File: config.mk
export PLATFORM = sky130hd
export DESIGN_NAME = reg_writeback_queue
export DESIGN_NICKNAME = d
export VERILOG_FILES = /design/src/rtl/rv_pkg.sv /design/src/rtl/wb_fifo.sv /design/src/rtl/reg_writeback_queue.sv
export SDC_FILE = /design/constraint.sdc
export NUM_CORES = 1
export LEC_CHECK = 0
export BUFFER_PORTS_ARGS = -buffer_cell sky130_fd_sc_hd__buf_2
export CAP_MARGIN = 20
export CORE_UTILIZATION = 40
export DETAILED_ROUTE_END_ITERATION = 10
export HOLD_SLACK_MARGIN = 0.03
export REMOVE_ABC_BUFFERS = 1
export SETUP_SLACK_MARGIN = 0.4
export SKIP_CTS_REPAIR_TIMING = 1
export SKIP_LAST_GASP = 1
export SLEW_MARGIN = 20
export SYNTH_ARGS = -nofsm -noshare
export SYNTH_HDL_FRONTEND = slang
export SYNTH_SLANG_ARGS = --single-unit
File: constraint.sdc
create_clock -name clk -period 3.35 [get_ports clk]
set_input_delay 0.1675 -clock clk [delete_from_list [all_inputs] [get_ports clk]]
set_output_delay 0.1675 -clock clk [all_outputs]
set_load 0.02 [all_outputs]
File: src/rtl/rv_pkg.sv
// Shared register-file write-path types: sizes, queued write entry, rd decode helper.
package rv_pkg;

  localparam int REG_CNT = 32;
  localparam int AW      = 5;
  localparam int DW      = 32;

  typedef struct packed {
    logic          live;
    logic [AW-1:0] rd;
    logic [DW-1:0] data;
  } wb_entry_t;

  // One-hot decode of a register index onto the pending mask.
  function automatic logic [REG_CNT-1:0] rd_onehot(input logic [AW-1:0] rd);
    rd_onehot = {{(REG_CNT-1){1'b0}}, 1'b1} << rd;
  endfunction

endpackage

File: src/rtl/wb_fifo.sv
// Circular buffer of pending load writes; an ALU write kills every entry with the same rd,
// including one being pushed in that same cycle.
module wb_fifo
  import rv_pkg::*;
#(
  parameter int DEPTH = 4,
  parameter int CW    = $clog2(DEPTH) + 1
) (
  input  logic               clk,
  input  logic               reset,
  input  logic               push,
  input  logic [AW-1:0]      push_rd,
  input  logic [DW-1:0]      push_data,
  input  logic               pop,
  input  logic               kill_en,
  input  logic [AW-1:0]      kill_rd,
  output wb_entry_t          head,
  output logic               empty,
  output logic               full,
  output logic [CW-1:0]      count,
  output logic [REG_CNT-1:0] pending_mask
);

  wb_entry_t       mem_r [DEPTH];
  logic [CW-1:0]   wr_ptr_r;
  logic [CW-1:0]   rd_ptr_r;
  logic [CW-2:0]   wr_idx_s;
  logic [CW-2:0]   rd_idx_s;
  logic            push_ok_s;
  logic            pop_ok_s;

  assign wr_idx_s  = wr_ptr_r[CW-2:0];
  assign rd_idx_s  = rd_ptr_r[CW-2:0];
  assign empty     = (wr_ptr_r == rd_ptr_r);
  assign full      = (wr_idx_s == rd_idx_s) && (wr_ptr_r[CW-1] != rd_ptr_r[CW-1]);
  assign count     = wr_ptr_r - rd_ptr_r;
  assign head      = mem_r[rd_idx_s];
  assign push_ok_s = push && !full;
  assign pop_ok_s  = pop && !empty;

  // Entry storage and pointers; popped slots are marked dead so only occupied slots can be live.
  always_ff @(posedge clk or negedge reset) begin
    if (!reset) begin
      for (int i = 0; i < DEPTH; i++) begin
        mem_r[i] <= '0;
      end
      wr_ptr_r <= '0;
      rd_ptr_r <= '0;
    end else begin
      for (int i = 0; i < DEPTH; i++) begin
        if (kill_en && (mem_r[i].rd == kill_rd)) begin
          mem_r[i].live <= 1'b0;
        end
      end
      if (pop_ok_s) begin
        mem_r[rd_idx_s].live <= 1'b0;
        rd_ptr_r             <= rd_ptr_r + CW'(1);
      end
      if (push_ok_s) begin
        mem_r[wr_idx_s].live <= !(kill_en && (push_rd == kill_rd));
        mem_r[wr_idx_s].rd   <= push_rd;
        mem_r[wr_idx_s].data <= push_data;
        wr_ptr_r             <= wr_ptr_r + CW'(1);
      end
    end
  end

  // OR of the decoded rd of every live slot; x0 never reads as pending.
  always_comb begin
    pending_mask = '0;
    for (int i = 0; i < DEPTH; i++) begin
      pending_mask = pending_mask | (mem_r[i].live ? rd_onehot(mem_r[i].rd) : {REG_CNT{1'b0}});
    end
    pending_mask[0] = 1'b0;
  end

endmodule

File: src/rtl/reg_writeback_queue.sv
// Register-file write port arbiter: ALU results take priority, load returns queue behind them,
// and an ALU write supersedes any older queued load to the same register.
module reg_writeback_queue #(
  parameter int DEPTH = 4,
  parameter int DW    = rv_pkg::DW,
  parameter int AW    = rv_pkg::AW
) (
  input  logic                   clk,
  input  logic                   reset,
  input  logic                   alu_valid,
  input  logic [AW-1:0]          alu_rd,
  input  logic [DW-1:0]          alu_data,
  input  logic                   ld_valid,
  output logic                   ld_ready,
  input  logic [AW-1:0]          ld_rd,
  input  logic [DW-1:0]          ld_data,
  output logic                   Register_write,
  output logic [AW-1:0]          Rd,
  output logic [DW-1:0]          WriteData,
  output logic [31:0]            pending_mask,
  output logic [$clog2(DEPTH):0] q_count
);

  localparam int CW = $clog2(DEPTH) + 1;

  rv_pkg::wb_entry_t head_s;
  logic              empty_s;
  logic              full_s;
  logic              alu_issue_s;
  logic              pop_s;
  logic              push_s;

  assign ld_ready = !full_s;

  // Issue selection: a non-x0 ALU write wins; otherwise the queue head pops.
  always_comb begin
    alu_issue_s = 1'b0;
    pop_s       = 1'b0;
    push_s      = 1'b0;
    alu_issue_s = alu_valid && (alu_rd != {AW{1'b0}});
    pop_s       = !alu_issue_s && !empty_s;
    push_s      = ld_valid && !full_s && (ld_rd != {AW{1'b0}});
  end

  wb_fifo #(
    .DEPTH (DEPTH),
    .CW    (CW)
  ) u_fifo (
    .clk          (clk),
    .reset        (reset),
    .push         (push_s),
    .push_rd      (ld_rd),
    .push_data    (ld_data),
    .pop          (pop_s),
    .kill_en      (alu_issue_s),
    .kill_rd      (alu_rd),
    .head         (head_s),
    .empty        (empty_s),
    .full         (full_s),
    .count        (q_count),
    .pending_mask (pending_mask)
  );

  // Registered write port; index and data hold when nothing issues.
  always_ff @(posedge clk or negedge reset) begin
    if (!reset) begin
      Register_write <= 1'b0;
      Rd             <= '0;
      WriteData      <= '0;
    end else begin
      Register_write <= alu_issue_s || (pop_s && head_s.live);
      if (alu_issue_s) begin
        Rd        <= alu_rd;
        WriteData <= alu_data;
      end else if (pop_s && head_s.live) begin
        Rd        <= head_s.rd;
        WriteData <= head_s.data;
      end else begin
        Rd        <= Rd;
        WriteData <= WriteData;
      end
    end
  end

endmodule

==> results of run 1 <==
==> flip-flops by register name, summed over array words and instances, names as in the netlist <==
signal           flops
WriteData           32
Rd                   5
u_fifo.mem_r       152
Register_write       1
u_fifo.rd_ptr_r      3
u_fifo.wr_ptr_r      3
==> metal layers <==
metal,global-route usage,share of wire,vias up
met5,0,0,-
li1,-,-,3230
met4,0.05832,0.016,0
met2,0.2977,0.46,264
met3,0.04060,0.063,37
met1,0.2707,0.46,3582
==> layout by cell type (no fill, tap or decap), types with 23 or more instances in the layout <==
cell type,synthesis,routed
mux2_1,24,24
a21oi_1,52,52
dlygate4sd3_1,0,28
buf_2,5,149
mux2i_1,37,37
o221ai_1,23,23
dfrtp_1,196,194
mux4_2,38,38
nor2_1,64,64
mux2_2,125,125
==> power groups by stage <==
stage	registers (mW)	logic, mW	clock network (mW)
detailed placement	4.60	5.67	0
global route	4.74	6.12	2.29
CTS	4.56	5.68	2.20
floorplan	4.73	3.72	0
global placement	4.58	5.57	0
finish	4.58	5.64	2.15
==> worst max-delay path, cell delays in order (launching register included) <==
cell and delay, ps:
dfrtp_1 380, inv_1 120, ha_1 360, nand2_1 130
o221a_4 330, nand2_2 430, buf_12 260, mux2_2 350
==> cell families after synthesis <==
group | synth area share
other | 0.0003673
adder cells (fa/ha/maj) | 0.01422
flip-flops | 0.4804
multiplexers | 0.2844
AO/OA/AOI/OAI | 0.07341
buffers and inverters | 0.04142
XOR/XNOR | 0.02745
AND/OR/NAND/NOR | 0.07831
==> worst max-delay path by stage <==
stage,endpoint,start
floorplan,WriteData[0],u_fifo.rd_ptr_r[0]
global placement,u_fifo.mem_r[8],u_fifo.wr_ptr_r[0]
detailed placement,u_fifo.mem_r[7],u_fifo.wr_ptr_r[0]
CTS,u_fifo.mem_r[7],u_fifo.wr_ptr_r[0]
global route,WriteData[13],u_fifo.rd_ptr_r[1]
finish,u_fifo.mem_r[7],u_fifo.wr_ptr_r[0]
==> per-stage QoR <==
step                      setup TNS [ps]  total power [mW]  area [um^2]  hold WS, ps
final                                  0             12.37        12050        33.95
after CTS                              0             12.44        11760       -114.8
after floorplan                   -32810             8.455         9821       -128.1
after global routing                   0             13.16        12050        30.70
after detailed placement               0             10.26        11140        343.7
after global placement                 0             10.15        11140        357.4
==> final cells by class <==
type,instances,area [um^2]
fillers,2325,13060
multi-input cells,529,4882
clock inverters,15,202.7
inverters,9,33.78
well taps,330,412.9
repair buffers,190,1180
diodes,1,2.502
clock buffers,17,425.4
flip-flops and latches,196,4907
==> flow_summary_export.csv, run 1 <==
group,metric,value,unit
run_status,status,"finished, final reports clean",
route,wl_per_cell,19.12,um
route,num_vias,7113,
timing,worst_slew_pin_slew,907.4,ps
pwr,leakagePower,5.283,nW
clock_network,h-tree-depth,4,
timing,finalHoldViolCount,0,
route,drc,0,
timing,finalWorstSetupSlack,832.1,ps
grt,grt_antenna_before_repair,1,
synthesis,synth-seq-area-share,0.4804,
timing,period_needed,2518,ps
synthesis,yosysMostFrequentCell,"dfrtp_1",
synthesis,synth_top_area_share,0.4804,
pwr,p_comb_frac,0.456,
critical_path,cp.required,3660,ps
route,firstDrtPassIters,5,
synthesis,ys_seq_elements,196,
route,ant_nets,0,
clock_network,cts.path.max_buffers,2,
synthesis,synth_edf_count,0,
critical_path,r2r_cells,7,
synthesis,async_flop_share,1.000,
worst_hold_path,hold_path.startpoint,"alu_data[17]",
clock_network,cts.sinks,196,
pwr,vdd_drop_max,0.4535,mV
die,die_h,161.8,um
critical_path,timing.rr.end,"u_fifo.mem_r[7]",
placement,hpwl,15990,um
synthesis,ys_top_cells_by_area,"dfrtp_1 (48%), mux2_2 (14%), mux4_2 (8.4%), mux2i_1 (3.6%), mux2_1 (2.6%)",
placement,numPlacedInstances,1226,
die,die_x,161.8,um
pwr,switching_share,0.3861,
route,routed_via_density,5.527,
timing,slew_headroom,0.3951,
worst_hold_path,holdPathEnd,"WriteData[17]",
die,core,0.02511,mm^2
synthesis,synth_top_cell_by_area,"dfrtp_1",
critical_path,end_kind,"register",
finish,final_nets,1032,
critical_path,r2r_slack,830,ps
pwr,intPower,7.593,mW
critical_path,crit_arrival,2830,ps
worst_hold_path,hp-class,"primary input to register",
synthesis,synth_cell_types,46,
flow_run,maxCapViolations,0,
timing,maxSlewViolCount,0,
finish,fin_util,0.4798,
clock_network,path_clk_slew,70,ps
pwr,switchingPower,4.775,mW
synthesis,synth_ff_type,"dfrtp_1",
finish,areaGrowthSynthToFinish,17.99,%
clock_network,clock_latency,430,ps
route,drt_iter0_drc,654,
timing,setup_viol,0,
finish,drive_above_1_share,0.3975,
critical_path,crit_type,"register to register",
clock_network,cts_root_buf,"clkbuf_16",
die,rows,58,
placement,place_ws,810.9,ps
placement,io_buffers,150,
finish,final_cell_count_no_fill,1287,
die,die_area,0.02617,mm^2
critical_path,reg2reg_from,"u_fifo.wr_ptr_r[0]",
placement,gp_congestion,0.8679,
grt,grt-ovfl-total,0,
synthesis,syn-instance-count,798,
route,wirelength,24610,um
critical_path,crit_fanout,23,
synthesis,ys_warn_count,0,
pwr,clkPwrFrac,0.174,
synthesis,yosys-top-cells-count,"dfrtp_1 (196), mux2_2 (125), nor2_1 (64)",
die,io_pins,152,
critical_path,start_kind,"register",
timing,fin_worst_skew,10.30,ps
grt,grt_pass1_wl,39160,um
grt,globalRouteTotalUtil,0.1923,
clock_network,cts_tree,"yes",
pwr,powerDensity,1027,mW/mm^2
timing,rsz0062_at_grt,"false",
synthesis,synth_area,0.01021,mm^2
die,initial_core_util,0.4066,
grt,grt_max_degree,126,
worst_hold_path,min_path_cells,3,
grt,grt_pass1_vias,7014,
timing,post-route-period-util,0.7516,
pwr,p_seq_frac,0.370,
timing,fmax,397.2,MHz
synthesis,synth_area_per_cell,12.79,um^2
clock_network,cts-buffers-inserted,17,
Note: power is estimated with default switching activity, not from simulation.
==> run 2: changes to the inputs <==
ABC_AREA = 1   (was unset)
clock period = 2 ns   (was 3.35 ns; I/O delays follow)
==> run 2 against run 1 <==
Net effect:
- critical path depth is 4 higher
- critical endpoint is now u_fifo.mem_r[75]
- critical path type unchanged
- combinational power grew to 3.0 times the previous value
- non-clock buffer count is 181 higher
- via count up 60%
- synthesized cell count up 73%
- sequential share of layout area down 10 points
- area after synthesis is 3.2% higher
- count of clock-buffer cells in the layout is 1 higher
==> flow_summary_export.csv, run 2 <==
group,metric,value,unit
critical_path,crit_type,"register to register",
pwr,p_seq_frac,0.273,
timing,setup_viol,0,
clock_network,cts_root_buf,"clkbuf_16",
timing,period_needed,1933,ps
finish,final_nets,1769,
timing,fin_worst_skew,15.89,ps
route,ant_nets,0,
grt,grt_max_degree,69,
finish,largest_register_ffs,152,
critical_path,crit_fanout,12,
placement,place_area,0.01171,mm^2
finish,final_common_cell,"nand2_1",
route,drt_iter0_drc,1086,
grt,grt_antenna_before_repair,1,
route,routed_via_density,5.618,
worst_hold_path,hp-class,"primary input to register",
critical_path,critPathMaxStageDelay,410,ps
placement,place_ws,115.4,ps
finish,antennaDiodeCount,0,
critical_path,start_kind,"register",
critical_path,timing.rr.end,"u_fifo.mem_r[75]",
grt,grt_pass1_vias,9089,
grt,grt_pass1_wl,48800,um
critical_path,cp.required,2370,ps
critical_path,crit_buf_inv,4,
die,rows,59,
synthesis,ys_warn_count,0,
critical_path,r2r_cells,11,
grt,grt-ovfl-total,0,
clock_network,cts.path.max_buffers,2,
die,die_area,0.02699,mm^2
critical_path,r2r_slack,70,ps
finish,fill_cells,2054,
route,firstDrtPassIters,8,
critical_path,critical-path-slowest-cell,"dfrtp_1",
clock_network,cts.sinks,196,
pwr,vdd_drop_max,0.7675,mV
pwr,leakagePower,7.192,nW
finish,largest-register,"u_fifo.mem_r",
run_status,status,"finished, final reports clean",
die,die_x,164.3,um
clock_network,clock_latency,440,ps
pwr,p_comb_frac,0.604,
synthesis,syn-instance-count,1378,
die,die_h,164.3,um
synthesis,synth_cell_types,37,
synthesis,synth_ff_type,"dfrtp_1",
synthesis,ys_top_cells_by_area,"dfrtp_1 (47%), nand2_1 (8.4%), nor2_1 (7.9%), a21oi_1 (7.1%), o21ai_0 (5.7%)",
critical_path,end_kind,"register",
timing,post-route-period-util,0.9666,
route,wl_per_cell,20.75,um
critical_path,cp_top_family,"simple AND/OR/NAND/NOR gates",
finish,final_cell_mix,"nand2_1 (195), dfrtp_1 (177), nor2_1 (147), buf_2 (130), o21ai_0 (98)",
synthesis,synth_top_cell_by_area,"dfrtp_1",
route,num_vias,11390,
finish,multi_input_area,0.006128,mm^2
die,initial_core_util,0.4065,
critical_path,crit_arrival,2300,ps
finish,seqCellArea,0.004928,mm^2
pwr,switching_share,0.4659,
flow_run,maxCapViolations,0,
clock_network,cts-buffers-inserted,17,
placement,numPlacedInstances,1814,
timing,rsz0062_at_grt,"true",
timing,slew_headroom,0.6369,
synthesis,async_flop_share,1.000,
timing,maxSlewViolCount,0,
synthesis,synth_area_per_cell,7.644,um^2
route,wirelength,42080,um
finish,final_cell_count_no_fill,2028,
synthesis,ys_seq_elements,196,
worst_hold_path,holdPathEnd,"WriteData[28]",
synthesis,synth_area,0.01053,mm^2
placement,io_buffers,150,
die,io_pins,152,
critical_path,reg2reg_from,"u_fifo.wr_ptr_r[0]",
die,core,0.02591,mm^2
route,drc,0,
finish,top_regs,"u_fifo.mem_r x152, WriteData x32, Rd x5",
synthesis,synth-seq-area-share,0.4656,
timing,finalWorstSetupSlack,66.79,ps
synthesis,yosys-top-cells-count,"nand2_1 (235), nor2_1 (223), dfrtp_1 (196)",
pwr,switchingPower,13.09,mW
pwr,powerDensity,1727,mW/mm^2
clock_network,path_clk_slew,80,ps
grt,globalRouteTotalUtil,0.2331,
worst_hold_path,hold_path.startpoint,"alu_data[28]",
synthesis,yosysMostFrequentCell,"nand2_1",
clock_network,h-tree-depth,4,
timing,worst_slew_pin_slew,544.7,ps
synthesis,synth_edf_count,0,
timing,fmax,517.3,MHz
worst_hold_path,min_path_cells,4,
placement,hpwl,21200,um
pwr,clkPwrFrac,0.123,
finish,areaGrowthSynthToFinish,54.48,%
timing,finalHoldViolCount,0,
clock_network,cts_tree,"yes",
critical_path,cp_cell_sequence,"inv_2 -> ha_4 -> nand2_4 -> inv_4 -> nand3_4 -> nand3_4 -> nor2_4 -> buf_12 -> buf_8 -> nand2_1 -> nand2_1",
pwr,intPower,15.01,mW
finish,drive_above_1_share,0.3963,
synthesis,synth_top_area_share,0.4656,
placement,gp_congestion,0.9766,
finish,design_area,0.01627,mm^2
[run 2: cell count changes after synthesis, sizes merged, moves of 38 or more]
cell / change
nand2: +220
nor2: +166
mux2: -149
o21ai: +125
inv: +100
a21oi: +98
nand3: +96
mux4: -38
[run 2: tightest hold or removal path: stages]
cell	delay, ps
buf_2	80
or2_2	120
nand3_2	80
nand2_1	60
[run 2: logic make-up (layout without fill, tap and decap cells)]
logic type	count (synthesis)	in the layout	synth area share
adder cells (fa/ha/maj)	11	11	0.01378
XOR/XNOR	27	27	0.02245
buffers and inverters	200	515	0.08600
AO/OA/AOI/OAI	305	305	0.1517
flip-flops	196	196	0.4656
other	1	1	0.0003560
AND/OR/NAND/NOR	638	638	0.2601
[run 2: final cells by class]
| cell class | instances | share of cell area |
|---|---|---|
| tap | 335 | 0.02576 |
| multi-input combinational | 982 | 0.3766 |
| inverter | 112 | 0.02853 |
| clock inverter | 14 | 0.008919 |
| sequential | 196 | 0.3029 |
| timing repair buffer | 371 | 0.2304 |
| clock buffer | 18 | 0.02699 |
[run 2: power groups by stage]
stage	logic [mW]	clock network, mW	registers (mW)
floorplan	6.03	0	7.62
detailed placement	10.5	0	7.21
finish	17.0	3.47	7.66
CTS	10.5	3.48	7.18
global placement	10.3	0	7.18
global route	18.0	3.66	7.86
[run 2: worst max path at each step]
stage	startpoint	to	slack, ps	cells past startpoint
global placement	u_fifo.rd_ptr_r[1]	WriteData[3]	190	9
CTS	u_fifo.mem_r[35]	pending_mask[8]	-130	6
global route	u_fifo.mem_r[35]	pending_mask[28]	-8	6
floorplan	u_fifo.rd_ptr_r[1]	u_fifo.mem_r[37]	-1700	10
finish	u_fifo.wr_ptr_r[0]	u_fifo.mem_r[75]	70	11
detailed placement	u_fifo.wr_ptr_r[0]	u_fifo.mem_r[105]	120	10
[run 2: through the flow]
stage | util | hold slack (ps) | TNS, ps | total power, mW
floorplan | - | -195.6 | -319290 | 13.65
global placement | 0.4520 | 121.1 | 0 | 17.46
detailed placement | 0.4520 | 116.0 | 0 | 17.67
CTS | 0.4746 | -356.6 | -579.9 | 21.14
global route | 0.6280 | 41.67 | -8.470 | 29.56
finish | 0.6280 | 31.38 | 0 | 28.10
[run 2: layer usage]
layer	wire length (um)	global-route usage	vias to the layer above	share of wire
li1	-	-	5116	-
met1	16770	0.3102	5581	0.40
met2	20020	0.3888	558	0.48
met3	3091	0.03965	137	0.073
met4	2192	0.06524	2	0.052
met5	11	0	-	0.00026
